<file path="src/rtl/cluster_pkg.sv">
// cluster_pkg: shared definitions for the cluster unpacker slice.
//   MXPADS    - default number of pads in the reconstructed hit map
//   MXADRBITS - width of a cluster's first-pad address
//   MXCNTBITS - width of a cluster's size-minus-one field
//   cluster_t - one cluster word {adr, cnt}
//   state_t   - unpacker FSM states
package cluster_pkg;

    localparam int MXPADS    = 768;
    localparam int MXADRBITS = 11;
    localparam int MXCNTBITS = 3;

    typedef struct packed {
        logic [MXADRBITS-1:0] adr;
        logic [MXCNTBITS-1:0] cnt;
    } cluster_t;

    typedef enum logic [0:0] {
        ACCUM = 1'b0,
        EMIT  = 1'b1
    } state_t;

endpackage

</file>
<file path="src/rtl/cluster_mask_gen.sv">
// cluster_mask_gen: combinational expansion of one cluster into a pad mask.
//   cl   (in)  cluster word {adr, cnt}
//   mask (out) one bit per pad, set for every pad covered by the cluster
// Build option CLUSTER_UNPACKER_SIZE_EXPAND_EN: when defined the cluster
// covers pads adr..adr+cnt; otherwise only pad adr and cnt is ignored.
// Pads beyond MXPADS-1 simply fall off the mask (no wrap), and an address
// at or above MXPADS yields an all-zero mask.
module cluster_mask_gen import cluster_pkg::*; #(
    parameter int MXPADS = cluster_pkg::MXPADS
) (
    input  cluster_t          cl,
    output logic [MXPADS-1:0] mask
);

`ifdef CLUSTER_UNPACKER_SIZE_EXPAND_EN
    always_comb begin
        int unsigned lo;
        int unsigned hi;
        lo   = 32'(cl.adr);
        hi   = lo + 32'(cl.cnt);
        mask = '0;
        for (int unsigned i = 0; i < MXPADS; i++) begin
            mask[i] = (i >= lo) && (i <= hi);
        end
    end
`else
    logic unused_cnt;
    assign unused_cnt = ^cl.cnt;

    always_comb begin
        mask = '0;
        for (int unsigned i = 0; i < MXPADS; i++) begin
            mask[i] = (i == 32'(cl.adr));
        end
    end
`endif

endmodule

</file>
<file path="src/rtl/cluster_unpacker.sv">
// cluster_unpacker: rebuilds a pad hit map from a stream of cluster words.
//   clock        (in)  rising-edge clock
//   reset_n      (in)  asynchronous active-low reset
//   clst_valid   (in)  cluster word presented
//   clst_ready   (out) cluster accepted this cycle when valid is also high
//   clst_adr     (in)  first pad of the cluster
//   clst_cnt     (in)  cluster size minus one
//   clst_last    (in)  final cluster of the frame
//   vpfs_out     (out) reconstructed hit map, held between frame_valid pulses
//   frame_valid  (out) one-cycle pulse when vpfs_out holds a new frame
//   err_adr      (out) sticky: a cluster had an address >= MXPADS
//   err_ovf      (out) sticky: a frame had more than MXCLUSTERS clusters
// Build option CLUSTER_UNPACKER_SIZE_EXPAND_EN selects multi-pad clusters
// (see cluster_mask_gen).
module cluster_unpacker import cluster_pkg::*; #(
    parameter int MXPADS     = cluster_pkg::MXPADS,
    parameter int MXCLUSTERS = 8
) (
    input  logic                 clock,
    input  logic                 reset_n,
    input  logic                 clst_valid,
    output logic                 clst_ready,
    input  logic [MXADRBITS-1:0] clst_adr,
    input  logic [MXCNTBITS-1:0] clst_cnt,
    input  logic                 clst_last,
    output logic [MXPADS-1:0]    vpfs_out,
    output logic                 frame_valid,
    output logic                 err_adr,
    output logic                 err_ovf
);

    localparam int CNTW = $clog2(MXCLUSTERS + 1);

    state_t            state_q, state_d;
    logic              ready_q;
    logic [MXPADS-1:0] acc_q;
    logic [MXPADS-1:0] frame_buf_q;
    logic [MXPADS-1:0] vpfs_q;
    logic              emit_q;
    logic              fv_q;
    logic [CNTW-1:0]   ncl_q;
    logic              err_adr_q, err_ovf_q;

    logic [MXPADS-1:0] mask;
    logic              accept, adr_bad, ovf, take;

    cluster_mask_gen #(
        .MXPADS (MXPADS)
    ) u_mask_gen (
        .cl   ('{adr: clst_adr, cnt: clst_cnt}),
        .mask (mask)
    );

    assign accept  = clst_valid && clst_ready;
    assign adr_bad = 32'(clst_adr) >= 32'(MXPADS);
    assign ovf     = ncl_q >= CNTW'(MXCLUSTERS);
    assign take    = accept && !adr_bad && !ovf;

    always_comb begin
        state_d    = state_q;
        clst_ready = 1'b0;
        case (state_q)
            ACCUM: begin
                clst_ready = ready_q;
                if (accept && clst_last) state_d = EMIT;
            end
            EMIT:    state_d = ACCUM;
            default: state_d = ACCUM;
        endcase
    end

    // The accumulator is cleared in EMIT so the next frame can start one
    // cycle later; frame_buf_q holds the finished frame for one more edge so
    // vpfs_out and frame_valid change together, two edges after the last
    // cluster is accepted.
    always_ff @(posedge clock or negedge reset_n) begin
        if (!reset_n) begin
            state_q     <= ACCUM;
            ready_q     <= 1'b0;
            acc_q       <= '0;
            frame_buf_q <= '0;
            vpfs_q      <= '0;
            emit_q      <= 1'b0;
            fv_q        <= 1'b0;
            ncl_q       <= '0;
            err_adr_q   <= 1'b0;
            err_ovf_q   <= 1'b0;
        end else begin
            ready_q <= 1'b1;
            state_q <= state_d;
            emit_q  <= (state_q == EMIT);
            fv_q    <= emit_q;
            if (emit_q) vpfs_q <= frame_buf_q;

            if (state_q == EMIT) begin
                frame_buf_q <= acc_q;
                acc_q       <= '0;
                ncl_q       <= '0;
            end else if (accept) begin
                if (take) acc_q <= acc_q | mask;
                if (!ovf) ncl_q <= ncl_q + CNTW'(1);
            end

            if (accept && adr_bad) err_adr_q <= 1'b1;
            if (accept && ovf)     err_ovf_q <= 1'b1;
        end
    end

    assign vpfs_out    = vpfs_q;
    assign frame_valid = fv_q;
    assign err_adr     = err_adr_q;
    assign err_ovf     = err_ovf_q;

endmodule

</file>
<file path="config.mk">
export PLATFORM = sky130hd
export DESIGN_NAME = cluster_unpacker
export DESIGN_NICKNAME = d
export VERILOG_FILES = /design/src/rtl/cluster_pkg.sv /design/src/rtl/cluster_mask_gen.sv /design/src/rtl/cluster_unpacker.sv
export SDC_FILE = /design/constraint.sdc
export NUM_CORES = 2
export LEC_CHECK = 0
export CORE_ASPECT_RATIO = 1.5
export CORE_MARGIN = 3
export CORE_UTILIZATION = 40
export DETAILED_ROUTE_END_ITERATION = 7
export PLACE_DENSITY_LB_ADDON = 0.08
export SLEW_MARGIN = 10
export SYNTH_ARGS = -nofsm -noshare
export SYNTH_HDL_FRONTEND = slang
export SYNTH_SLANG_ARGS = --single-unit
</file>
<file path="constraint.sdc">
create_clock -name clock -period 1.5 [get_ports clock]
set_input_delay 0.375 -clock clock [delete_from_list [all_inputs] [get_ports clock]]
set_output_delay 0.375 -clock clock [all_outputs]
set_load 0.02 [all_outputs]
</file>
==> run metrics <==
Die W 385 µm; # clock sinks 2,314; post-synthesis adder-cell area fraction 0.0291%; Fmax 494 MHz; slew at the pin closest to its max-slew limit 0.562 ns; Post-Synth Simple-Gate Area roughly 1.1%; synthesized flop and latch total approximately 2,300; Slew headroom 62.5%; Tmin final ~2.0 ns; drt drc 0; leading area contributor after synthesis dfrtp_1; Ys Warns 0; Critical Path Start Type flop; top-area cell type share of the netlist area 67.3%; XOR/XNOR share of the synthesized area 0.0102%; hpwl dp 174,000 µm; Placement Setup Slack -0.812 ns; Critical Path AT 2.77 ns; total track usage 22.5%; largest cells by area after synthesis dfrtp_1, mux2_2, o22ai_1; Power Density 1330 nW/µm²; status finished with violations; Area Growth Syn to Fin 30.8%; unrepaired setup endpoints after global routing yes; num ports 790; floorplan core area around 210,000 µm²; vias per inst just over 5; Final GP Congestion 0.770; placed cell area 102,000 µm²; worst skew pair latency 0.85 ns; wirelength, routed 254,000 µm; CTS Buf Count 223; Hold Path Class primary input to flop; violated checks negative setup slack; syn avg cell area 14.5 µm²; post-layout instance area 112,000 µm²; number of synthesized flops with an enable pin 0; cell at the slowest stage of the critical path dfrtp_4; drt first-iter violations 3,119; most common cell after layout, fill and taps aside dfrtp_1; H-tree levels 4; Worst-path clk slew approximately 0.06 ns; most frequent cells in the layout dfrtp_1, mux2_2, inv_1, buf_6, o22ai_1; antenna violations before repair 15; CP Buf/Inv Count 5; CTS tree done; Port Buffers 786; CP Cell Sequence buf_4, and3b_2, buf_12, clkbuf_16, nand4_1, buf_4, clkbuf_16, o22ai_1; crit path max fanout 8; synthesized area 86,000 µm²; Final setup viols 2,632; CP max stage delay roughly 0.49 ns; largest net degree at the start of global routing 94; WHS 0.283 ns; grt ovf 0; Final Hold Viols 0; fin worst setup slack -0.526 ns; share of layout cells above drive strength 1 48.1%; num rows 207; Final Max Tran Viols 0; post-synthesis instance total 5,949; max-cap viol count 0; Core Util, Final 52.8%; family with the most delay on the worst path buffers and inverters; compound-cell area share of the yosys netlist between 5 and 6%; die area 221,000 µm²; Detailed Routing Iterations Pass 1 8; critical path class flop to flop; asr flop ratio synth 100%; antenna-violating nets left 0; Distinct cells, synth 39; VDD IR-drop max 931 µV; root buf cell clkbuf_16; routed via count ~52,000; Post-Syn Nets 5,969; skew final 0.0445 ns; first-pass GRT wire length 371,000 µm; mux contribution to synthesized area about 20%; combinational family with the most area after synthesis multiplexers; Main synth FF type dfrtp_1; Lkg Pwr 0.0544 µW; Clock Path Buffers 4; CP endpoint kind flop; sequential area share after synthesis around two thirds; Required @ worst endpoint about 2.3 ns; vias in the first global route 52,995; Die Y around 570 µm; wire length per cell 25.0 µm; Tcrit/Tclk final 135%; Final nets roughly 7,200; Starting Density 40.4%
==> repair_timing <==
item,4_1_cts,5_1_grt
hold endpoints to repair,1170,0
endpoints found under the setup margin,2657,2792
resized for setup,4417,139
hold buffers,1,0
pin swaps,2,2
gates cloned,0,15
setup buffers,141,24
==> cells by family (layout without fill, tap and decap cells) <==
group	count (synthesis)	in the layout
AOI/OAI and AO/OA	772	772
xor gates and xnor gates	1	1
adders and majority gates	2	2
buffers and inverters	1196	2577
DFF	2314	2314
muxes	1538	1538
other	1	9
and+or+nand+nor	125	125
==> final timing paths <==
check | start | end | slack, ns | depth (start not counted)
setup / recovery | state_q$_DFF_PN0_ | acc_q[721]$_DFFE_PN0P_ | -0.53 | 8
hold / removal | clst_last | state_q$_DFF_PN0_ | 0.28 | 2
setup reg to reg | state_q$_DFF_PN0_ | acc_q[721]$_DFFE_PN0P_ | -0.53 | 8
hold reg to reg | frame_buf_q[355]$_DFFE_PN0P_ | vpfs_out[355]$_DFFE_PN0P_ | 0.48 | 1
max in group asynchronous | reset_n | frame_buf_q[358]$_DFFE_PN0P_ | 0.45 | 3
min in group asynchronous | reset_n | vpfs_out[519]$_DFFE_PN0P_ | 0.31 | 3
==> registers in the layout, indices dropped and copies added (netlist names) <==
name and flops:
state_q 1, err_adr 1, frame_buf_q 768, frame_valid 1, ready_q 1, err_ovf 1, acc_q 768, ncl_q 4
emit_q 1, vpfs_out 768
==> power breakdown <==
group | internal, µW | switching [µW] | total (µW)
Clock | 33200 | 24100 | 57300
Combinational | 10900 | 9870 | 20800
Sequential | 66800 | 4280 | 71100
==> layout make-up <==
| cell class | instances | area, µm² |
|---|---|---|
| Multi-Input combinational cell | 2439 | 24000 |
| Inverter | 770 | 2890 |
| Clock buffer | 314 | 6350 |
| Sequential cell | 2314 | 58000 |
| Tap cell | 2821 | 3530 |
| Fill cell | 17959 | 100000 |
| Clock inverter | 78 | 1020 |
| Timing Repair Buffer | 1415 | 16500 |
| Antenna cell | 8 | 20.0 |
==> cell usage after synthesis (3+ instances only) <==
| library cell | count |
|---|---|
| buf_2 | 184 |
| mux2_2 | 1536 |
| dfrtp_1 | 2314 |
| buf_1 | 15 |
| a21o_1 | 3 |
| nand4bb_1 | 6 |
| inv_1 | 770 |
| nand4_1 | 7 |
| nand2_1 | 23 |
| nand4_4 | 3 |
| o22ai_2 | 6 |
| nand3_1 | 13 |
| clkbuf_1 | 198 |
| nand3_4 | 7 |
| and4b_1 | 3 |
| nand2b_1 | 27 |
| nor2b_1 | 5 |
| nor2_1 | 5 |
| o22ai_1 | 762 |
| or4b_1 | 4 |
| clkbuf_2 | 11 |
| and4bb_2 | 3 |
| buf_6 | 17 |
| nand4b_1 | 4 |
==> layer usage <==
metal / up-vias / global-route usage, % / part of all wire [%]
met2: 1242 / 34.9 / 46
li1: 22933 / - / -
met5: - / 0 / 0.018
met1: 27039 / 33.0 / 46
met3: 285 / 4.08 / 5.5
met4: 8 / 4.82 / 2.0
==> through the flow <==
stage | total power [µW] | TNS (ns) | std cells
3_3_place_gp | 91200 | -635.33 | 9580
6_report | 149000 | -653.29 | 10159
4_1_cts | 151000 | -723.03 | 10114
2_1_floorplan | 78800 | -21.10 | 5949
3_5_place_dp | 91400 | -652.54 | 9580
5_1_grt | 155000 | -800.42 | 10152
Note: power is estimated with default switching activity, not from simulation.
